==> src/rtl/router_pkt_tx.sv <==
// Packet transmitter: buffers host bytes, then sends a header beat plus payload beats to the router.
// Optional ROUTER_TX_TIMEOUT_EN aborts WAIT_RDY after TIMEOUT_CYCLES cycles with a tx_err pulse.
module router_pkt_tx #(
  parameter int DEPTH          = 4,
  parameter int TIMEOUT_CYCLES = 16
) (
  input  logic                     clk,
  input  logic                     reset,
  input  logic                     host_wr_en,
  input  logic [7:0]               host_wr_data,
  output logic [$clog2(DEPTH):0]   host_count,
  output logic                     host_full,
  input  logic                     send,
  input  logic [1:0]               send_dest,
  input  logic [1:0]               send_type,
  output logic                     busy,
  output logic                     tx_done,
  output logic                     tx_err,
  output logic                     valid,
  output logic [1:0]               dest_addr,
  output logic [1:0]               packet_type,
  output logic [7:0]               payload,
  output logic                     eop,
  input  logic                     ready
);

  localparam int AW = $clog2(DEPTH);
  localparam int CW = AW + 1;

  typedef enum logic [1:0] {IDLE, HEADER, DATA, WAIT_RDY} state_t;

  state_t          state_q, state_d;
  logic [CW-1:0]   count_q, count_d;
  logic [CW-1:0]   len_q, len_d;
  logic [CW-1:0]   rd_idx_q, rd_idx_d;
  logic [1:0]      dest_lat_q, dest_lat_d;
  logic [1:0]      type_lat_q, type_lat_d;
  logic            valid_q, valid_d;
  logic            eop_q, eop_d;
  logic [7:0]      payload_q, payload_d;
  logic [1:0]      dest_addr_q, dest_addr_d;
  logic [1:0]      packet_type_q, packet_type_d;
  logic            tx_done_q, tx_done_d;
  logic [7:0]      buf_q [DEPTH];
  logic [7:0]      buf_d [DEPTH];
  logic            full_w;

`ifdef ROUTER_TX_TIMEOUT_EN
  localparam int TW = $clog2(TIMEOUT_CYCLES + 1);
  logic [TW-1:0]   to_q, to_d;
  logic            tx_err_q, tx_err_d;
`endif

  assign full_w = (count_q == CW'(DEPTH));

  always_comb begin
    state_d       = state_q;
    count_d       = count_q;
    len_d         = len_q;
    rd_idx_d      = rd_idx_q;
    dest_lat_d    = dest_lat_q;
    type_lat_d    = type_lat_q;
    valid_d       = 1'b0;
    eop_d         = 1'b0;
    payload_d     = 8'h00;
    dest_addr_d   = 2'b00;
    packet_type_d = 2'b00;
    tx_done_d     = 1'b0;
    buf_d         = buf_q;
`ifdef ROUTER_TX_TIMEOUT_EN
    to_d          = to_q;
    tx_err_d      = 1'b0;
`endif
    case (state_q)
      IDLE: begin
        // A valid send takes priority over a same-cycle host write.
        if (send && (count_q != '0)) begin
          state_d       = HEADER;
          len_d         = count_q;
          dest_lat_d    = send_dest;
          type_lat_d    = send_type;
          valid_d       = 1'b1;
          payload_d     = 8'(count_q);
          dest_addr_d   = send_dest;
          packet_type_d = send_type;
        end else if (host_wr_en && !full_w) begin
          buf_d[count_q[AW-1:0]] = host_wr_data;
          count_d                = count_q + CW'(1);
        end
      end
      HEADER: begin
        state_d       = DATA;
        valid_d       = 1'b1;
        payload_d     = buf_q[0];
        eop_d         = (len_q == CW'(1));
        rd_idx_d      = CW'(1);
        dest_addr_d   = dest_lat_q;
        packet_type_d = type_lat_q;
      end
      DATA: begin
        if (rd_idx_q == len_q) begin
          state_d = WAIT_RDY;
`ifdef ROUTER_TX_TIMEOUT_EN
          to_d    = '0;
`endif
        end else begin
          valid_d       = 1'b1;
          payload_d     = buf_q[rd_idx_q[AW-1:0]];
          eop_d         = ((rd_idx_q + CW'(1)) == len_q);
          rd_idx_d      = rd_idx_q + CW'(1);
          dest_addr_d   = dest_lat_q;
          packet_type_d = type_lat_q;
        end
      end
      WAIT_RDY: begin
        if (ready) begin
          tx_done_d = 1'b1;
          state_d   = IDLE;
          count_d   = '0;
          rd_idx_d  = '0;
`ifdef ROUTER_TX_TIMEOUT_EN
        end else if (to_q == TW'(TIMEOUT_CYCLES - 1)) begin
          tx_err_d  = 1'b1;
          state_d   = IDLE;
          count_d   = '0;
          rd_idx_d  = '0;
        end else begin
          to_d      = to_q + TW'(1);
`endif
        end
      end
      default: state_d = IDLE;
    endcase
  end

  always_ff @(posedge clk or negedge reset) begin
    if (!reset) begin
      state_q       <= IDLE;
      count_q       <= '0;
      len_q         <= '0;
      rd_idx_q      <= '0;
      dest_lat_q    <= 2'b00;
      type_lat_q    <= 2'b00;
      valid_q       <= 1'b0;
      eop_q         <= 1'b0;
      payload_q     <= 8'h00;
      dest_addr_q   <= 2'b00;
      packet_type_q <= 2'b00;
      tx_done_q     <= 1'b0;
`ifdef ROUTER_TX_TIMEOUT_EN
      to_q          <= '0;
      tx_err_q      <= 1'b0;
`endif
    end else begin
      state_q       <= state_d;
      count_q       <= count_d;
      len_q         <= len_d;
      rd_idx_q      <= rd_idx_d;
      dest_lat_q    <= dest_lat_d;
      type_lat_q    <= type_lat_d;
      valid_q       <= valid_d;
      eop_q         <= eop_d;
      payload_q     <= payload_d;
      dest_addr_q   <= dest_addr_d;
      packet_type_q <= packet_type_d;
      tx_done_q     <= tx_done_d;
`ifdef ROUTER_TX_TIMEOUT_EN
      to_q          <= to_d;
      tx_err_q      <= tx_err_d;
`endif
    end
  end

  // Payload storage holds no control meaning, so it is left out of reset.
  always_ff @(posedge clk) begin
    buf_q <= buf_d;
  end

  assign host_count  = count_q;
  assign host_full   = full_w;
  assign busy        = (state_q != IDLE);
  assign tx_done     = tx_done_q;
  assign valid       = valid_q;
  assign eop         = eop_q;
  assign payload     = payload_q;
  assign dest_addr   = dest_addr_q;
  assign packet_type = packet_type_q;

`ifdef ROUTER_TX_TIMEOUT_EN
  assign tx_err = tx_err_q;
`else
  localparam int unused_timeout_cycles = TIMEOUT_CYCLES;
  assign tx_err = 1'b0;
`endif

endmodule
==> config.mk <==
export PLATFORM = sky130hd
export DESIGN_NAME = router_pkt_tx
export DESIGN_NICKNAME = d
export VERILOG_FILES = /design/src/rtl/router_pkt_tx.sv
export SDC_FILE = /design/constraint.sdc
export NUM_CORES = 1
export LEC_CHECK = 0
export CORE_ASPECT_RATIO = 1.1
export CORE_MARGIN = 3
export CORE_UTILIZATION = 48
export CTS_CLUSTER_DIAMETER = 60
export DETAILED_ROUTE_END_ITERATION = 8
export PLACE_DENSITY = 0.81
export SKIP_LAST_GASP = 1
export SLEW_MARGIN = 20
export SYNTH_ARGS = -nofsm -noshare
export SYNTH_HDL_FRONTEND = slang
export SYNTH_SLANG_ARGS = --single-unit
==> constraint.sdc <==
create_clock -name clk -period 1.6 [get_ports clk]
set_input_delay 0.16 -clock clk [delete_from_list [all_inputs] [get_ports clk]]
set_output_delay 0.16 -clock clk [all_outputs]
set_load 0.01 [all_outputs]
==> metrics list, run 1 <==
* Cell depth of the worst flop-to-flop path: 5
* Smallest setup slack after layout: -0.02471 ns
- CTS saw 62 sinks.
- DRC violation total after the first TritonRoute iteration: 91
- For this run, design rule violations remaining after detail routing come to 0.
* Via count of the first global-routing pass: approximately 1,900
- Filler cell count in the final layout: 371
* Synth cell types: 41
- I/O Pins: 38
* Hold bufs inserted after CTS: 0
- For this run, the slowest stage of the critical path takes around 0.40 ns.
* Minimum clock period after layout: roughly 1.6 ns
* Pre-Repair DR Iteration Count: 4
* Final setup fails: 31
* Clock latency reported for the late side of the worst-skew pair: around 0.33 ns
- Number of antenna repair diodes: 0
- Multi-input combinational cell area: ~940 um^2
* Clock Tree Buf Depth: 2
- Using the TritonRoute via totals, the vias-per-cell ratio works out to about 5.3.
- Switching power as a share of total power: 0.3145
- Post-synth EDFFs: 32
* Crit-path leading delay family: simple AND/OR/NAND/NOR gates
- Worst IR drop on VDD: roughly 1300 uV
- Yosys reg bits: slightly above 60
- Estimated wirelength of the detail-placed design: roughly 3600 um
- In the final layout, the share of cells above drive strength 1 is 0.2734.
- Mean Syn Cell Area: 13.89 um^2
* Startpoint of the most critical setup path: host_count[1]$_DFFE_PN0P_
- CTS tree: built
- Warnings from Yosys: 0
* Num CTS Buffers: 9
- The initial utilization of the core area, before any placement, comes to 0.5125.
- Routability-driven placement finished with a final weighted congestion of about 0.82.
* Top cell type by total area after synthesis: edfxtp_1
* Placeable core region: 0.005202 mm^2
* Crit path max fanout: 8
* Static leakage: 0.001487 uW
- Critical path class: flip-flop to flip-flop
* Net total in the final layout: between 200 and 300
- The run finished, with violations left.
- Most frequent cell after synthesis: edfxtp_1
- The share of synthesized area in the top cell type comes to 0.3604.
* Average routed wire per standard cell: 15.78 um
- The first global-routing pass estimated 8914 um of wire.
* Die height: 84.17 um
* Worst hold slack: 0.2177 ns
* Area enclosed by the die boundary: approximately 0.0065 mm^2
* Switching Power: ~2100 uW
- Critical path data required time: roughly 1.6 ns
* Hold violation count in the final report: 0
* Die X: about 77 um
* Origin of the critical flop-to-flop path: host_count[1]$_DFFE_PN0P_
- Combinational group share of total power: 0.427
* Worst-path cell with the longest stage delay: dfrtp_2
* Post-CTS clock slew at the launch and capture registers of the worst setup and hold paths: roughly 0.070 ns
- Root buffer cell: clkbuf_8
- Across all layers, the routed design uses 1,787 vias.
- Entering global routing, the biggest net connects 31 pins.
- Summing all placed instances gives a cell area of around 0.0033 mm^2.
- The tool flagged a number of max-cap violations equal to 0.
* Proportion of power drawn by the clock network: 0.240
- Fmax: between 600 and 700 MHz
- Total area of sequential cells: around 0.0017 mm^2
- Counting both buffers and inverters, the worst setup path holds a total of 1.
- Category of the worst setup path launch point: flip-flop
- Synthesis handed over a netlist of ~190 instances.
- Crit path capture type: flip-flop
- The setup check on the worst reg-to-reg path leaves a slack of -0.02 ns.
- Synthesis produced a netlist with a net count of roughly 220.
* Portion of total power attributed to sequential cells: 0.333
- Post-route standard cell area excluding fillers: ~0.0036 mm^2
* Class of the tightest hold or removal check: input port to asynchronous set/reset pin
* Port Buf Inserts: 36
- Combined global-route utilization of all metal layers: 0.1812
* Initial antenna violation count: 0
- Setup repair after global routing could not meet its margin everywhere.
- Most common flop cell mapped by yosys: edfxtp_1
- Max Slew Vio Count: 0
- The area growth from synthesis to layout is 35.38%.
* Post-synthesis instance area: between 0.002 and 0.003 mm^2
* Total grt overflow: 0
- Final TNS setup: -0.4340 ns
- Failing checks: negative setup slack
- The commonest cells after synthesis are 32 x edfxtp_1, 30 x dfrtp_1, 19 x nand2_1.
- In this run the critical register-to-register path is captured at buf_q[7]$_DFFE_PP_.
- Cell internal power was estimated by the tool at between 4000 and 5000 uW.
- Of the available clock period, the critical path in the final layout requires 1.015.
* Number of nets still failing antenna checks after routing: 0
- Power spread over the standard cell area amounts to 1842 mW/mm^2.
* Floorplan row count: 27
- FFs w/ async S/R, synth: 0.4839
- After detailed routing, the total wire length is 5349 um.
- The share of the Yosys chip area taken by registers is 0.6420.
- Ranked by total cell area, the synthesized netlist is headed by edfxtp_1 36%, dfrtp_1 28%, mux4_2 6.8%, ha_1 4.2%, nand2_1 2.7%.
- Worst EP arrival: 1.66 ns
* H-tree depth: 3
- Setup clock skew after layout: slightly above 0.008 ns
- The signal on the critical path passes through inv_2 > ha_4 > mux2i_1 > and3_4 > and2_4.
-- layout by cell type, fill, tap and decap left out, drive strengths merged, types with 3 or more instances in the layout --
master / count
bufinv: 3
buf: 31
a21oi: 6
o21ai: 10
mux4: 8
dfrtp: 30
and2: 6
a22oi: 7
nor3: 4
nor2: 11
nand3: 4
xor2: 3
ha: 9
clkdlybuf4s50: 34
clkbuf: 11
inv: 8
edfxtp: 32
nand2: 19
-- state kept, by name, indices dropped and copies added, names as in the netlist --
signal and flops:
host_count 3, type_lat_q 2, dest_lat_q 2, valid 1, rd_idx_q 3, state_q 2, dest_addr 2, payload 8
tx_done 1, packet_type 2, len_q 3, eop 1, buf_q 32
-- worst max-delay path by stage --
stage / slack [ns] / to / depth (start not counted)
CTS: -0.06 / busy / 4
finish: -0.02 / buf_q[7]$_DFFE_PP_ / 5
floorplan: -0.01 / buf_q[24]$_DFFE_PP_ / 5
detailed placement: -0.07 / state_q[1]$_DFFE_PN0P_ / 4
global route: -0.06 / buf_q[2]$_DFFE_PP_ / 5
global placement: -0.05 / state_q[1]$_DFFE_PN0P_ / 6
-- cell type report --
cell class | count | area share
Sequential cell | 62 | 0.4756
Inverter | 8 | 0.008319
Clock inverter | 5 | 0.02738
Multi-Input combinational cell | 114 | 0.2607
Timing Repair Buffer | 67 | 0.1667
Clock buffer | 11 | 0.03640
Tap cell | 72 | 0.02496
-- what timing repair did --
item	4_1_cts	5_1_grt
cloned	0	0
buffers inserted	3	4
resized for setup	5	12
endpoints found under the setup margin	38	43
pin swaps	2	3
-- worst reg2reg max path: stages, from the launching register on --
cell     delay [ns]
dfrtp_2        0.40
inv_2          0.09
ha_4           0.15
mux2i_1        0.22
and3_4         0.24
and2_4         0.23
-- metrics by stage --
stage                     utilization  std cells  setup WS (ns)  power, uW
after floorplan                     -        192       -0.01152       3802
after global placement         0.6311        316       -0.04775       4776
after detailed placement       0.6311        316       -0.07180       4855
after CTS                      0.6804        335       -0.05608       6502
after global routing           0.6938        339       -0.06289       7066
final                          0.6938        339       -0.02471       6649
-- cell families (layout without fill, tap and decap cells) --
group / after synthesis / after routing / share of synthesized area
flip-flops: 62 / 62 / 0.6420
AND/OR/NAND/NOR: 52 / 52 / 0.09621
AO/OA/AOI/OAI: 36 / 36 / 0.09479
buffers and inverters: 16 / 91 / 0.02769
multiplexers: 11 / 11 / 0.07930
adder cells (fa/ha/maj): 9 / 9 / 0.04223
XOR/XNOR: 5 / 5 / 0.01643
other: 1 / 1 / 0.001406
-- power by group through the flow --
stage                     logic, uW  clock network (uW)  registers (uW)
after floorplan                1510                   0            2290
after global placement         2540                   0            2230
after detailed placement       2610                   0            2250
after CTS                      2680                1620            2200
after global routing           3110                1710            2250
final                          2840                1590            2210
-- layer usage --
metal,vias to the layer above,track usage,wire (um)
li1,852,-,-
met1,882,0.2211,2337
met2,42,0.2948,2727
met3,11,0.05901,200
met4,0,0.08252,85
met5,-,0,0
Note: power is estimated with default switching activity, not from simulation.
==> run 2, diff against run 1 <==
- CORE_UTILIZATION: 48 -> 50
- CTS_BUF_LIST: default -> sky130_fd_sc_hd__clkbuf_8
- DONT_BUFFER_PORTS: default -> 1
- PLACE_DENSITY: 0.81 -> 0.75
==> run 2 against run 1 <==
  * The run still ends with negative setup slack left
  * Design area shrank 5.0%
  * Worst hold slack worse by 0.18 ns
  * Sequential share of layout area up 2.5 points
  * Count of clock-buffer cells in the layout fell by 2
  * Utilization shrank 1.7 points
  * Cell count decreased by 8.8%
  * Die area decreased by 3.7%
  * Sequential power is 3% higher
  * Register-to-register slack worse by 0.02 ns
  * Combinational power barely moved
  * Fmax shrank 1.3%
  * Largest cell class unchanged
==> metrics list, run 2 (synthesized netlist as in run 1, its figures left out) <==
- Row generation in the floorplan step produced 27 rows.
* Fmax: just over 600 MHz
- The signal on the critical path passes through inv_2 > ha_4 > mux2i_2 > and3_4 > and2_4.
- For this design the top-level I/O count stands at 38.
- Final wirelength: 5790 um
- The worst setup path is captured at a flip-flop.
- Switching Power: between 2000 and 2500 uW
- After clock tree synthesis, the clock-pin slew on the worst setup and hold paths is about 0.070 ns.
- Max Slew Vio Count: 0
* Ratio of cells with drive above 1 in the final layout: 0.3546
- First-pass GRT wire length: between 8000 and 9000 um
* WP buf/inv: 1
- For this configuration, the core starts out at a cell density of 0.5262.
* CTS tree: built
- Most common cell after layout, fill and taps aside: buf_4
- Unrepaired setup endpoints after global routing: true
* Vias per cell: a little under 6
- Setup clock skew after layout: 0.008438 ns
- Critical path data required time: 1.64 ns
- Portion of total power attributed to sequential cells: 0.356
- Routability-driven placement finished with a final weighted congestion of 0.8704.
* Slowest Stage Delay on Critical Path: roughly 0.41 ns
- Internal power: a little over 4000 uW
- The filler cells instantiated in the layout total approximately 350.
* Total area of sequential cells: 0.001715 mm^2
* Average routed wire per standard cell: ~19 um
* Worst IR drop on VDD: 1172 uV
* Top register by number of flip-flops: buf_q
* Number of cells in the design after placement: 267
- For this design the ratio of total power to cell area is 1871 mW/mm^2.
* Max_cap viols: 0
- The total overflow left after global routing is 0.
* Final setup fails: 34
- Data on the critical path arrives at its endpoint at roughly 1.7 ns.
- H-tree depth: 3
- The die covers 0.006246 mm^2.
- Net total in the final layout: approximately 270
- Of all nets on the critical path, the largest fanout is 8.
- DRC violation count after routing: 0
* Die height: a little over 80 um
- Port Buf Inserts: 0
* Share of the cycle needed by the critical path after routing: 1.029
* Final TNS setup: -1.135 ns
- The share of total power dissipated in combinational logic is 0.438.
- Clock Tree Buf Depth: 2
* Outcome: finished, violations left
* Smallest setup slack after layout: -0.04585 ns
* DRC violation total after the first TritonRoute iteration: 60
- OpenSTA, run right after detailed placement, puts the worst setup slack at -0.06500 ns.
* Largest net degree at the start of global routing: 31
- Crit-path leading delay family: simple AND/OR/NAND/NOR gates
- The floorplan step defined a core boundary enclosing between 0.005 and 0.006 mm^2.
- Critical path class: flip-flop to flip-flop
* Layout area overhead: 28.63%
* Number of clock sinks: a little over 60
- For this run, the detailed router's first-pass iteration total came to 5.
- The share of total power dissipated in the clock network is 0.207.
* Via count of the first global-routing pass: around 1,900
- The later pin in the worst-skew pair is clocked with a latency of 0.34 ns.
- Minimum clock period after layout: 1.646 ns
- Number of nets still failing antenna checks after routing: 0
- The final route contains approximately 1,800 vias.
- Of the total power, the share spent switching nets is 0.3541.
- Max FFs per register: 32
- Number of antenna repair diodes: 0
- Estimated wirelength of the detail-placed design: roughly 3800 um
- Summing all multi-input logic gate instances after layout gives roughly 990 um^2.
- The worst hold path belongs to the class input port to flip-flop.
* Num CTS Buffers: 9
- Commonest cells after routing, fill and taps aside: 35 x buf_4, 32 x edfxtp_1, 27 x dfrtp_1
- Worst-path cell with the longest stage delay: dfrtp_2
* Post-layout instance count excluding filler cells: about 300
- The number of hold violations in the final report is 0.
* Power Total: roughly 6400 uW
- The initial antenna violation count came to 0.
* Combined global-route utilization of all metal layers: 0.2001
- The floorplan step set the die width to 75.63 um.
- The cell sitting at the root of the clock tree is a clkbuf_8.
- Failing checks: negative setup slack
- The analysis attributes to cell leakage a power of roughly 0.0014 uW.
- The worst setup path is launched from a flip-flop.
## run 2: path summary, 6_finish.rpt
kind	startpoint	to	slack (ns)	depth (start not counted)
max	host_count[1]$_DFFE_PN0P_	buf_q[29]$_DFFE_PP_	-0.05	5
min	send	len_q[2]$_DFFE_PN0P_	0.04	2
max reg2reg	host_count[1]$_DFFE_PN0P_	buf_q[29]$_DFFE_PP_	-0.05	5
min reg2reg	dest_lat_q[1]$_DFFE_PN0P_	dest_lat_q[1]$_DFFE_PN0P_	0.48	2
max in group asynchronous	reset	rd_idx_q[0]$_DFFE_PN0P_	1.16	2
min in group asynchronous	reset	host_count[2]$_DFFE_PN0P_	0.26	2
## run 2: what timing repair did
item                                   CTS  global route
pin swaps                                4             7
setup buffers                            8             3
endpoints found under the hold margin   71             0
hold buffers                            15             0
gates resized for setup                  6            16
setup endpoints to repair               40            51
## run 2: routing by layer
metal | global-route usage | part of all wire
met5 | 0 | 0
met1 | 0.2336 | 0.39
met2 | 0.3420 | 0.53
met3 | 0.04600 | 0.047
met4 | 0.09965 | 0.030
## run 2: worst reg2reg max path, stage by stage, from the launching register on
cell and delay, ns:
dfrtp_2 0.41, inv_2 0.08, ha_4 0.14, mux2i_2 0.23
and3_4 0.25, and2_4 0.23
## run 2: power groups by stage
stage	Sequential [uW]	Combinational, uW	Clock, uW
floorplan	2290	1510	0
global placement	2300	2180	0
detailed placement	2320	2280	0
CTS	2280	2490	1330
global route	2320	3020	1410
finish	2280	2810	1330
## run 2: per-stage QoR
step / area (um^2) / utilization / hold slack [ns]
finish: 3430 / 0.6768 / 0.03878
global route: 3430 / 0.6768 / 0.04298
CTS: 3336 / 0.6583 / 0.02588
detailed placement: 2913 / 0.5748 / -0.1349
global placement: 2913 / 0.5748 / -0.1349
floorplan: 2699 / - / -0.1356
## run 2: final cells by class
type / count / share of cell area
clock buffer: 9 / 0.03612
clock inverter: 7 / 0.01934
inverter: 8 / 0.008756
multi-input combinational: 114 / 0.2879
sequential: 62 / 0.5002
tap: 58 / 0.02116
timing repair buffer: 51 / 0.1266
